## src/rtl/ibex_cx_fabric_ctrl.sv

```systemverilog
// ibex_cx_fabric_ctrl: dispatches CX custom instructions from the EX stage
// to one of NUM_CH eFPGA fabric channels. The unit issues over a req/ack
// handshake and completes either after a fixed delay or on a fabric valid.
// A watchdog, a pipeline kill and an error flag are included. EX sees
// ready_o low while an operation is busy and a one-cycle ready pulse when
// the result is available.
// Optional build macro IBEX_CX_PERF_CNT_EN adds saturating performance
// counters: completed operations and busy cycles, with a synchronous clear.
module ibex_cx_fabric_ctrl #(
  parameter int NUM_CH  = 4,
  parameter int DATA_W  = 32,
  parameter int OP_W    = 2,
  parameter int DLY_W   = 4,
  parameter int TIMEOUT = 255,
  localparam int CH_W   = (NUM_CH > 1) ? $clog2(NUM_CH) : 1
) (
  input  logic                     clk,
  input  logic                     rst,
  input  logic                     en_i,
  input  logic                     kill_i,
  input  logic [CH_W-1:0]          chan_i,
  input  logic [OP_W-1:0]          op_i,
  input  logic [DATA_W-1:0]        operand_a_i,
  input  logic [DATA_W-1:0]        operand_b_i,
  input  logic [DLY_W-1:0]         delay_i,
  output logic                     ready_o,
  output logic [DATA_W-1:0]        result_o,
  output logic                     err_o,
  output logic [NUM_CH-1:0]        fab_req_o,
  output logic [OP_W-1:0]          fab_op_o,
  output logic [DATA_W-1:0]        fab_a_o,
  output logic [DATA_W-1:0]        fab_b_o,
  input  logic [NUM_CH-1:0]        fab_ack_i,
  input  logic [NUM_CH-1:0]        fab_valid_i,
  input  logic [NUM_CH*DATA_W-1:0] fab_result_i
`ifdef IBEX_CX_PERF_CNT_EN
  ,
  input  logic                     perf_clr_i,
  output logic [31:0]              perf_ops_o,
  output logic [31:0]              perf_busy_o
`endif
);

  // The watchdog only needs to count up to TIMEOUT-1: expiry is detected in
  // the TIMEOUT-th busy cycle, before the counter would move past that value.
  localparam int WD_W = (TIMEOUT > 1) ? $clog2(TIMEOUT) : 1;
  localparam logic [WD_W-1:0] WD_LIM = WD_W'((TIMEOUT > 0) ? TIMEOUT - 1 : 0);
  // The channel count is widened by one bit so that NUM_CH is representable
  // when it is a power of two.
  localparam logic [CH_W:0] NUM_CH_L = NUM_CH[CH_W:0];

  typedef enum logic [1:0] {
    IDLE  = 2'd0,
    ISSUE = 2'd1,
    WAIT  = 2'd2,
    DONE  = 2'd3
  } state_t;

  state_t             state_reg, state_next;
  logic [CH_W-1:0]    chan_reg;
  logic [DLY_W-1:0]   dly_reg;
  logic [DLY_W-1:0]   cnt_reg;
  logic [WD_W-1:0]    wd_reg;
  logic [OP_W-1:0]    op_reg;
  logic [DATA_W-1:0]  a_reg;
  logic [DATA_W-1:0]  b_reg;
  logic [DATA_W-1:0]  result_reg;
  logic               err_reg;

  logic               chan_ok;
  logic               ack_hit;
  logic               valid_hit;
  logic               wd_expire;
  logic               op_done;
  logic [DATA_W-1:0]  ch_result [NUM_CH];
  logic [DATA_W-1:0]  sel_result;

  // Split the flat fabric result bus into one word per channel, and decode
  // the one-hot issue request from the latched channel.
  generate
    for (genvar gi = 0; gi < NUM_CH; gi++) begin : g_chan
      assign ch_result[gi] = fab_result_i[gi*DATA_W +: DATA_W];
      assign fab_req_o[gi] = (state_reg == ISSUE) && (chan_reg == CH_W'(gi));
    end
  endgenerate

  assign chan_ok    = ({1'b0, chan_i} < NUM_CH_L);
  assign ack_hit    = fab_ack_i[chan_reg];
  assign valid_hit  = fab_valid_i[chan_reg];
  assign sel_result = ch_result[chan_reg];
  assign wd_expire  = (TIMEOUT != 0) && (wd_reg == WD_LIM);
  // Delay mode completes when the countdown reads 1; handshake mode
  // completes on the selected channel's valid.
  assign op_done    = (dly_reg != '0) ? (cnt_reg == DLY_W'(1)) : valid_hit;

  assign ready_o  = ((state_reg == IDLE) && !en_i) || (state_reg == DONE);
  assign result_o = result_reg;
  assign err_o    = err_reg;
  assign fab_op_o = op_reg;
  assign fab_a_o  = a_reg;
  assign fab_b_o  = b_reg;

  // State register.
  always_ff @(posedge clk or posedge rst) begin
    if (rst) begin
      state_reg <= IDLE;
    end else begin
      state_reg <= state_next;
    end
  end

  // Next-state logic; the watchdog beats ack/valid, and kill beats everything.
  always_comb begin
    state_next = state_reg;
    case (state_reg)
      IDLE: begin
        if (en_i) begin
          state_next = chan_ok ? ISSUE : DONE;
        end
      end
      ISSUE: begin
        if (wd_expire) begin
          state_next = DONE;
        end else if (ack_hit) begin
          state_next = WAIT;
        end
      end
      WAIT: begin
        if (wd_expire || op_done) begin
          state_next = DONE;
        end
      end
      DONE: begin
        state_next = IDLE;
      end
      default: begin
        state_next = IDLE;
      end
    endcase
    if (kill_i) begin
      state_next = IDLE;
    end
  end

  // Operand latching, countdown, watchdog and result/error capture.
  always_ff @(posedge clk or posedge rst) begin
    if (rst) begin
      chan_reg   <= '0;
      dly_reg    <= '0;
      cnt_reg    <= '0;
      wd_reg     <= '0;
      op_reg     <= '0;
      a_reg      <= '0;
      b_reg      <= '0;
      result_reg <= '0;
      err_reg    <= 1'b0;
    end else if (kill_i) begin
      err_reg <= 1'b0;
    end else begin
      case (state_reg)
        IDLE: begin
          if (en_i && chan_ok) begin
            chan_reg <= chan_i;
            op_reg   <= op_i;
            a_reg    <= operand_a_i;
            b_reg    <= operand_b_i;
            dly_reg  <= delay_i;
            wd_reg   <= '0;
            err_reg  <= 1'b0;
          end else if (en_i) begin
            result_reg <= '0;
            err_reg    <= 1'b1;
          end
        end
        ISSUE: begin
          wd_reg <= wd_reg + WD_W'(1);
          if (wd_expire) begin
            result_reg <= '1;
            err_reg    <= 1'b1;
          end else if (ack_hit) begin
            cnt_reg <= dly_reg;
          end
        end
        WAIT: begin
          wd_reg <= wd_reg + WD_W'(1);
          if (dly_reg != '0) begin
            cnt_reg <= cnt_reg - DLY_W'(1);
          end
          if (wd_expire) begin
            result_reg <= '1;
            err_reg    <= 1'b1;
          end else if (op_done) begin
            result_reg <= sel_result;
          end
        end
        default: begin
        end
      endcase
    end
  end

`ifdef IBEX_CX_PERF_CNT_EN
  logic [31:0] perf_ops_reg;
  logic [31:0] perf_busy_reg;

  // Saturating counters for error-free completions and busy cycles.
  always_ff @(posedge clk or posedge rst) begin
    if (rst) begin
      perf_ops_reg  <= '0;
      perf_busy_reg <= '0;
    end else if (perf_clr_i) begin
      perf_ops_reg  <= '0;
      perf_busy_reg <= '0;
    end else begin
      if ((state_reg == DONE) && !err_reg && (perf_ops_reg != '1)) begin
        perf_ops_reg <= perf_ops_reg + 32'd1;
      end
      if (((state_reg == ISSUE) || (state_reg == WAIT)) && (perf_busy_reg != '1)) begin
        perf_busy_reg <= perf_busy_reg + 32'd1;
      end
    end
  end

  assign perf_ops_o  = perf_ops_reg;
  assign perf_busy_o = perf_busy_reg;
`endif

endmodule
```

## config.mk

```make
export PLATFORM = sky130hd
export DESIGN_NAME = ibex_cx_fabric_ctrl
export DESIGN_NICKNAME = d
export VERILOG_FILES = /design/src/rtl/ibex_cx_fabric_ctrl.sv
export SDC_FILE = /design/constraint.sdc
export NUM_CORES = 1
export LEC_CHECK = 0
export ABC_AREA = 1
export BUFFER_PORTS_ARGS = -buffer_cell sky130_fd_sc_hd__buf_2
export CORE_MARGIN = 2
export CORE_UTILIZATION = 41
export DETAILED_ROUTE_END_ITERATION = 8
export MAX_ROUTING_LAYER = met4
export PLACE_DENSITY = 0.73
export SLEW_MARGIN = 15
export SYNTH_ARGS = -nofsm -noshare
export SYNTH_HDL_FRONTEND = slang
export SYNTH_SLANG_ARGS = --single-unit
```

## constraint.sdc

```tcl
create_clock -name clk -period 3.7 [get_ports clk]
set_input_delay 0.37 -clock clk [delete_from_list [all_inputs] [get_ports clk]]
set_output_delay 0.37 -clock clk [all_outputs]
set_load 0.03 [all_outputs]
```

==> metrics.cfg, run 1 <==
[run_status]
status=finished, final reports clean

[place]
gp_congestion=0.9082
dp.cells=1287
port_buffers=315
dp_hpwl_mm=14.36

[critical_path]
crit_slowest_cell=nand2_2
crit_path_start_kind=flop
reg2reg_slack_ns=0.88
r2r_start=wd_reg[0]
cp_max_fo=39
critical-path-top-delay-family=simple AND/OR/NAND/NOR gates
crit_path_end_kind=flop
r2r_cells=11
cp.arrival_ns=3.13
path_buf_inv=2
crit_chain=inv_1, ha_1, nand2_1, nor2_1, nand2_2, nand2_4, nor2_1, nand2_1, buf_4, nand2_2, o21ai_0
slowest_delay_ns=0.48
r2r-end=result_o[29]
worst-endpoint-required_ns=4.01
critPathKind=flop to flop

[global_route]
antenna_found_initial=1
grt_first_pass_wirelength_mm=31.07
first_global_vias=6211
grt_max_degree=80
grt_overflow_total=0
track_usage_pct=25.53

[route]
drtIter0Drc=314
drc=0
drt_wl_total_mm=19.30
via_count=6340
first_pass_iters=8
antenna_left=0
drt-vias-per-instance=4.799
wl_per_cell_um=14.61

[timing]
max_freq_ghz=0.3548
final_hold_viol_count=0
finalCritPeriodShare_pct=76.18
finalCriticalPeriod_ns=2.819
rsz0062_at_grt=false
setup_tns_ns=0
setup_viol=0
maxSlewHeadroom_pct=26.25
clock_skew_ns=0.004616
worst_pin_slew_ns=1.106
drv_slew=0

[clock_network]
cts_sinks=119
cts_buffers=17
cts_buffer_depth=2
cts-resized-gates=0
clk_latency_ns=0.41
post-cts-setup-buffers=0
cts.reportedPaths.clkPinSlew_ns=0.06
cts_tree=yes
cts_hold_buf=0
cts-root-buf=clkbuf_16
htreeDepth=4

[die]
start_util_pct=41.61
die_w_um=125.0
core_area_sq_um=14420
die_y_um=125.0
num_rows=44
ios=316
die_area_sq_um=15620

[synthesis]
syn_nets=1041
ys_ff_latch=119
synth_cells=821
yosysSeqAreaShare_pct=49.61
ys_warn_count=0
syn_area_per_cell_sq_um=7.311
ys_types=25
synthesis.area_sq_um=6002

[final_layout]
final_common_cell=nand2_1
nets=1342
drive_above_1_share_pct=32.51
stdcell_count=1321
syn2layout_area_growth_pct=38.94
mostFrequentLayoutCells=nand2_1 (421), buf_2 (315), dfrtp_1 (119)

[worst_hold_path]
worst_hold_path.endpoint=fab_a_o[15]
whs_path_depth=3
hold_path.class=input pin to flop
min_from=operand_a_i[15]

[pwr]
ir_drop_mv=0.5433
power.density_nw_per_um2=959.9
leakage_nw=4.764

[job]
maxCapViolations=0

tightest hold or removal path: stages:
cell     delay, ns
buf_2         0.07
nand2_1       0.04
nand2_1       0.05
cell type report:
type                    instances  area (sq um)
fillers                      1376          6085
flip-flops and latches        119          2978
multi-input cells             625          2709
repair buffers                326          1659
clock buffers                  20         456.7
well taps                     184         230.2
clock inverters                12         175.2
inverters                      33         126.4
diodes                          2         5.005
Yosys cell counts (all sizes together):
master / instances / area share, %
nand4: 11 / 1.1
xor2: 2 / 0.29
buf: 22 / 2.1
o21ai: 26 / 2.2
xnor2: 1 / 0.15
inv: 33 / 2.1
a21boi: 1 / 0.31
nor2: 28 / 1.9
nor3: 5 / 0.50
dfrtp: 119 / 50
a21oi: 57 / 4.8
or2: 1 / 0.10
nand2: 424 / 27
nand3: 60 / 5.0
ha: 8 / 1.7
o31ai: 1 / 0.13
clkbuf: 22 / 1.4
stage by stage:
stage	area (sq um)	total power [W]	hold slack, ns	setup WS, ns	utilization (%)
4_1_cts	8329	0.008055	0.1329	0.8813	57.75
2_1_floorplan	6002	0.005033	0.4530	0.1725	-
5_1_grt	8337	0.008582	0.1524	0.5322	57.80
6_report	8339	0.008005	0.1542	0.8812	57.82
3_3_place_gp	7697	0.006197	0.4493	1.003	53.37
3_5_place_dp	7697	0.006259	0.4526	0.8969	53.37
worst max-delay path by stage:
| stage | start | end | slack, ns | depth (start not counted) |
|---|---|---|---|---|
| after floorplan | rst | chan_reg[0] | 0.17 | 1 |
| after global placement | wd_reg[0] | result_o[29] | 1.00 | 11 |
| after detailed placement | wd_reg[0] | result_o[21] | 0.90 | 11 |
| after CTS | wd_reg[0] | result_o[21] | 0.88 | 11 |
| after global routing | wd_reg[0] | result_o[21] | 0.53 | 11 |
| final | wd_reg[0] | result_o[29] | 0.88 | 11 |
metal layers:
layer  GRT usage, %  vias to the layer above  share of wire (%)
met5              -                        -                  0
met4          8.758                        0                2.1
met3          5.777                       27                7.0
met2          41.30                      253                 48
met1          31.81                     2868                 43
li1               -                     3192                  -
power by group:
part	switching (W)	leakage, nW	internal (W)	total (W)
clock	0.000592	0.302	0.00116	0.00175
combinational	0.00278	3.00	0.00116	0.00395
sequential	0.000389	1.46	0.00192	0.00231
total	0.00376	4.76	0.00424	0.00800
logic make-up (layout without fill, tap and decap cells):
family | Yosys count | in the layout | synth area share [%]
buffers and inverters | 77 | 391 | 5.566
other | 0 | 2 | 0
AND/OR/NAND/NOR | 529 | 529 | 35.36
XOR/XNOR | 3 | 3 | 0.4379
adder cells (fa/ha/maj) | 8 | 8 | 1.668
flip-flops | 119 | 119 | 49.61
AO/OA/AOI/OAI | 85 | 85 | 7.359
Note: power is estimated with default switching activity, not from simulation.
==> inputs of run 2 (changes only) <==
- clock period: 3.7 -> 2.52 ns (I/O delays scaled with it)
==> run 2 against run 1 <==
Compared with the run above:
- hold slack worse by 0.11 ns
- non-clock buffer count up 1
- register-to-register slack got worse by 0.44 ns
- count of clock-buffer cells in the layout up 2
- highest routed layer unchanged
- clock power is 45% higher
- core utilization increased by 0.17 points
- die area did not move
- combinational power grew 46%
- largest cell class unchanged
==> metrics.cfg, run 2 (synthesis results as in run 1) <==
[die]
core_area_sq_um=14420  ; unchanged
die_y_um=125.0  ; unchanged
ios=316  ; unchanged
die_w_um=125.0  ; unchanged
die_area_sq_um=15620  ; unchanged
num_rows=44  ; unchanged
start_util_pct=41.61  ; unchanged

[route]
drt-vias-per-instance=4.798  ; about the same
wl_per_cell_um=14.33  ; -1.9%
first_pass_iters=4  ; -4
drt_wl_total_mm=18.91  ; -2.0%
drtIter0Drc=394  ; +25%
antenna_left=0  ; unchanged
via_count=6333  ; -0.11%
drc=0  ; unchanged

[timing]
max_freq_ghz=0.4779
rsz0062_at_grt=false
finalCriticalPeriod_ns=2.092
fin_ws_ns=0.4276  ; -0.4536 ns
setup_tns_ns=0  ; unchanged
final_hold_viol_count=0  ; unchanged
finalCritPeriodShare_pct=83.03
maxSlewHeadroom_pct=56.35  ; +30 points
worst_pin_slew_ns=0.6548  ; -0.4514 ns
drv_slew=0  ; unchanged
clock_skew_ns=0.008895  ; +0.004280 ns
setup_viol=0  ; unchanged

[clock_network]
cts_buffer_depth=2  ; unchanged
cts.reportedPaths.clkPinSlew_ns=0.05  ; about the same
cts-root-buf=clkbuf_16
post-cts-setup-buffers=0  ; unchanged
cts_tree=yes
htreeDepth=4  ; unchanged
cts_sinks=119  ; unchanged
clk_latency_ns=0.41  ; about the same
cts_buffers=17  ; unchanged

[pwr]
p_clk_share_pct=21.7  ; -0.2 points
intPower_w=0.006233  ; +47%
combPwrFrac_pct=49.4  ; about the same
ir_drop_mv=0.8235  ; +52%
pwr-share-seq_pct=29.0  ; +0.2 points
net-switching-power_w=0.005465  ; +45%
power.density_nw_per_um2=1398  ; +46%
p_sw_share_pct=46.72  ; -0.31 points
leakage_nw=4.772  ; +0.15%

[critical_path]
crit_path_end_kind=output port
path_buf_inv=3  ; +1
critical-path-top-delay-family=buffers and inverters
crit_top_cell=inv_1
slowest_delay_ns=0.42  ; -0.06 ns
worst-endpoint-required_ns=2.27  ; -1.74 ns
reg2reg_slack_ns=0.44  ; -0.44 ns
r2r_start=state_reg[0]
cp.arrival_ns=1.84  ; -1.29 ns
crit_slowest_cell=dfrtp_1
crit_chain=inv_1, ha_1, inv_1, nor3_1, buf_2
r2r-end=result_o[20]
critPathKind=flop to output port
crit_path_start_kind=flop
r2r_cells=8  ; -3
cp.depth=5  ; -6
cp-startpoint=state_reg[1]
cp_max_fo=7  ; -82%
crit_path_end=fab_req_o[0]

[final_layout]
final_common_cell=nand2_1
multiInputGateArea_sq_um=2709  ; unchanged
nets=1343  ; +0.075%
final_area_sq_um=8364  ; +0.30%
syn2layout_area_growth_pct=39.36
seq_area_sq_um=2978  ; unchanged
mostFrequentLayoutCells=nand2_1 (421), buf_2 (315), dfrtp_1 (119)
fillers=1378  ; +0.15%
drive_above_1_share_pct=32.28  ; -0.24 points

[global_route]
grt_first_pass_wirelength_mm=30.72  ; -1.1%
grt_max_degree=111  ; +39%
track_usage_pct=25.15  ; -0.38 points
antenna_found_initial=2  ; +1
grt_overflow_total=0  ; unchanged
first_global_vias=6255  ; +0.71%

[place]
dp_slack_ns=0.2460  ; -0.6509 ns
port_buffers=315  ; unchanged
post_dp_cell_area_sq_um=7724  ; +0.34%
gp_congestion=0.8742  ; -3.7%
dp_hpwl_mm=13.78  ; -4.0%

[worst_hold_path]
hold_path.class=input pin to flop
min_from=operand_b_i[11]

[job]
maxCapViolations=0  ; unchanged

[run_status]
status=finished, final reports clean

run 2: worst min-delay path by stage:
stage / end / slack (ns) / cells past startpoint
final: fab_b_o[11] / 0.04 / 3
after global placement: fab_b_o[2] / 0.20 / 2
after detailed placement: fab_b_o[8] / 0.21 / 2
after floorplan: fab_a_o[23] / 0.37 / 2
after global routing: fab_a_o[13] / 0.03 / 3
after CTS: fab_a_o[29] / 0.03 / 3
run 2: stage by stage:
| stage | std cells | util, % | hold slack (ns) | power [W] |
|---|---|---|---|---|
| final | 1320 | 57.99 | 0.04203 | 0.01170 |
| after global routing | 1320 | 57.99 | 0.02761 | 0.01258 |
| after CTS | 1318 | 57.92 | 0.02561 | 0.01177 |
| after detailed placement | 1287 | 53.55 | 0.2091 | 0.009171 |
| after global placement | 1287 | 53.55 | 0.2046 | 0.009066 |
| after floorplan | 821 | - | 0.3688 | 0.007390 |
run 2: cell type report:
class | instances | share of cell area (%)
Multi-Input combinational cell | 625 | 32.39
Sequential cell | 119 | 35.60
Inverter | 33 | 1.526
Tap cell | 184 | 2.752
Clock inverter | 8 | 1.750
Timing Repair Buffer | 327 | 20.25
Clock buffer | 22 | 5.669
Antenna cell | 2 | 0.05984
run 2: worst register-to-register path: stages (launching register included):
cell	delay [ns]
dfrtp_1	0.41
inv_1	0.10
ha_1	0.37
inv_1	0.09
nor2_1	0.23
a21boi_4	0.26
nand2_4	0.25
nand2_1	0.16
o21ai_1	0.07
run 2: power groups by stage:
stage	logic (W)	clock network, W	registers (W)
final	0.00577	0.00254	0.00339
after global routing	0.00641	0.00267	0.00350
after CTS	0.00580	0.00258	0.00338
after detailed placement	0.00580	0	0.00337
after global placement	0.00569	0	0.00338
after floorplan	0.00255	0	0.00484
run 2: routing by layer:
layer / wire length (um) / GRT usage, % / up-vias
li1: - / - / 3191
met1: 8126 / 31.21 / 2844
met2: 9045 / 40.82 / 276
met3: 1375 / 5.819 / 22
met4: 366 / 8.431 / 0
met5: 0 / - / -
run 2: timing repair:
action                                  4_1_cts  5_1_grt
resized for setup                             0        1
hold buffers                                  1        0
hold endpoints to repair                      9        0
endpoints found under the setup margin        0        4
==> inputs of run 3 (changes only) <==
- ABC_AREA: 1 -> 0
- CORE_AREA: unset -> 2 2 123 125
- CORE_MARGIN: 2 -> unset
- CORE_UTILIZATION: 41 -> unset
- DIE_AREA: unset -> 0 0 125 127
- PLACE_DENSITY: 0.73 -> 0.71
- clock period: 2.52 -> 2.1 ns (I/O delays scaled with it)
==> run 3 against run 2 <==
Compared with the run above:
- via count down 23%
- critical endpoint is now result_o[30]
- critical path depth is 3 higher
- sequential share of layout area decreased by 1.6 points
- global-route usage fell by 3.0 points
- design area increased by 4.8%
- combinational power up 11%
- highest routed layer unchanged
- cell count shrank 28%
==> metrics.cfg, run 3 <==
[run_status]
status=finished, final reports clean

[final_layout]
fillers=1152  ; -16%
mostFrequentLayoutCells=buf_2 (315), dfrtp_1 (117), mux2_2 (74)
drive_above_1_share_pct=68.15  ; +36 points
stdcell_count=953  ; -28%
syn2layout_area_growth_pct=44.72
final_common_cell=buf_2
nets=973  ; -28%

[pwr]
p_sw_share_pct=38.55  ; -8.2 points
net-switching-power_w=0.005073  ; -7.2%
p_clk_share_pct=23.4  ; +1.7 points
leakage_nw=4.043  ; -15%
power.density_nw_per_um2=1501  ; +7.3%
ir_drop_mv=0.9028  ; +9.6%
power_w=0.01316  ; +12%
pwr-share-seq_pct=28.0  ; -1.0 points
combPwrFrac_pct=48.5  ; -0.9 points
intPower_w=0.008085  ; +30%

[clock_network]
cts-root-buf=clkbuf_16
cts_sinks=119  ; unchanged
cts_buffer_depth=2  ; unchanged
clk_latency_ns=0.41  ; about the same
cts_tree=yes
htreeDepth=4  ; unchanged
cts_buffers=17  ; unchanged
cts.reportedPaths.clkPinSlew_ns=0.06  ; about the same

[synthesis]
synth_enable_flop_cells=0  ; unchanged
synth_cells=419  ; -49%
synthTopCellsByCount=dfrtp_1 (119), mux2_2 (74), nand2b_1 (37), mux4_2 (34), mux2_4 (29)
synthFlopType=dfrtp_1
ys_top_cells_by_area=dfrtp_1 (49%), mux2_2 (14%), mux4_2 (13%)
synthArstFlopShare_pct=100.0  ; unchanged
yosysMostFrequentCell=dfrtp_1
synth_top_area_share_pct=49.16  ; -0.45 points
synthesis.area_sq_um=6057  ; +0.92%
ys_types=43  ; +72%
syn_nets=639  ; -39%
syn_area_per_cell_sq_um=14.46  ; +98%
ys_ff_latch=119  ; unchanged
ys_warn_count=0  ; unchanged
yosysSeqAreaShare_pct=49.16  ; -0.45 points
synth_top_cell_by_area=dfrtp_1

[timing]
fin_ws_ns=0.04115  ; -0.3864 ns
clock_skew_ns=0.007923  ; -0.0009722 ns
maxSlewHeadroom_pct=60.23  ; +3.9 points
worst_pin_slew_ns=0.5952  ; -0.05957 ns
drv_slew=0  ; unchanged
setup_viol=0  ; unchanged
max_freq_ghz=0.4857
finalCriticalPeriod_ns=2.059
final_hold_viol_count=0  ; unchanged
finalCritPeriodShare_pct=98.04

[critical_path]
cp_max_fo=16  ; +9
r2r_cells=8  ; unchanged
crit_slowest_cell=dfrtp_1
crit_path_end_kind=flop
critical-path-top-delay-family=buffers and inverters
path_buf_inv=3  ; unchanged
cp.depth=8  ; +3
crit_chain=inv_1, ha_1, and3_2, a21oi_2, a211oi_4, buf_4, buf_12, mux2_2
worst-endpoint-required_ns=2.39  ; +0.12 ns
crit_path_start_kind=flop
critPathKind=flop to flop
slowest_delay_ns=0.38  ; -0.04 ns
cp.arrival_ns=2.35  ; +0.51 ns

[global_route]
grt_overflow_total=0  ; unchanged
grt_max_degree=74  ; -33%
grtUsageMet2_pct=37.37  ; -3.5 points
grt_first_pass_wirelength_mm=26.77  ; -13%
track_usage_pct=22.17  ; -3.0 points
gr-usage-met3_pct=5.779  ; -0.041 points
first_global_vias=5263  ; -16%
antenna_found_initial=3  ; +1
grt_use_met1_pct=25.97  ; -5.2 points
grt-busiest-layer=met2

[route]
drc=0  ; unchanged
antenna_left=0  ; unchanged
drtIter0Drc=338  ; -14%
drt_wl_total_mm=17.30  ; -8.5%
drt-vias-per-instance=5.087  ; +6.0%
via_count=4848  ; -23%
first_pass_iters=4  ; unchanged
wl_per_cell_um=18.15  ; +27%

[die]
die_y_um=127  ; +1.6%
core_area_sq_um=14420  ; unchanged
die_area_sq_um=15880  ; +1.6%
die_w_um=125  ; about the same
start_util_pct=41.99  ; +0.38 points
num_rows=44  ; unchanged
ios=316  ; unchanged

[worst_hold_path]
whs_path_depth=2  ; -1
hold_path.class=input pin to flop

[place]
dp_slack_ns=-0.03541  ; -0.2814 ns
port_buffers=315  ; unchanged
gp_congestion=0.9388  ; +7.4%
dp.cells=907  ; -30%
dp_hpwl_mm=12.78  ; -7.2%

[job]
maxCapViolations=0  ; unchanged

## run 3: cell families (layout without fill, tap and decap cells)
family | count (synthesis) | in the layout | synth area share (%)
compound gates | 26 | 26 | 3.058
xor+xnor | 5 | 5 | 0.7230
fa+ha+maj | 8 | 8 | 1.653
buf+inv | 37 | 384 | 2.768
flops | 119 | 119 | 49.16
mux | 144 | 144 | 34.74
other cells | 0 | 3 | 0
simple gates | 80 | 80 | 7.891
## run 3: power by group through the flow
stage | Sequential [W] | Combinational (W) | Clock (W)
after global placement | 0.00365 | 0.00594 | 0
after detailed placement | 0.00369 | 0.00609 | 0
after floorplan | 0.00512 | 0.00287 | 0
after CTS | 0.00369 | 0.00621 | 0.00315
final | 0.00369 | 0.00639 | 0.00308
after global routing | 0.00381 | 0.00679 | 0.00326
## run 3: worst paths after layout
check	from	endpoint	slack (ns)
max	wd_reg[0]	result_o[30]	0.04
min	operand_b_i[22]	fab_b_o[22]	0.03
max reg2reg	wd_reg[0]	result_o[30]	0.04
min reg2reg	fab_b_o[2]	fab_b_o[2]	0.50
max in group asynchronous	rst	state_reg[0]	0.97
min in group asynchronous	rst	fab_b_o[3]	0.42
## run 3: routing by layer
metal | vias to the layer above | part of all wire, %
li1 | 2206 | -
met1 | 2431 | 39
met2 | 188 | 53
met3 | 23 | 6.0
met4 | 0 | 2.0
met5 | - | 0
## run 3: per-stage QoR
step	hold slack [ns]	utilization [%]	area (sq um)	setup TNS (ns)
finish	0.02517	60.77	8766	0
CTS	0.006701	59.93	8645	0
floorplan	0.3606	-	6061	0
global placement	0.2934	55.07	7943	0
global route	0.01343	60.77	8766	-0.1720
detailed placement	0.3147	55.07	7943	-0.07443
## run 3: area by class of cell
type	count	area [sq um]	share of cell area (%)
Tap cell	184	230.2	2.626
Clock inverter	11	171.4	1.955
Inverter	11	45.04	0.5138
Multi-Input combinational cell	263	2959	33.76
Antenna cell	3	7.507	0.08564
Sequential cell	119	2980	34.00
Clock buffer	21	460.4	5.253
Timing Repair Buffer	341	1912	21.81
## run 3: repair_timing
item / CTS / global route
pin swaps: 1 / 1
resized for setup: 5 / 8
endpoints found under the hold margin: 22 / 0
setup buffers: 2 / 6
gates cloned: 1 / 1
hold buffers: 1 / 0
setup endpoints to repair: 30 / 37
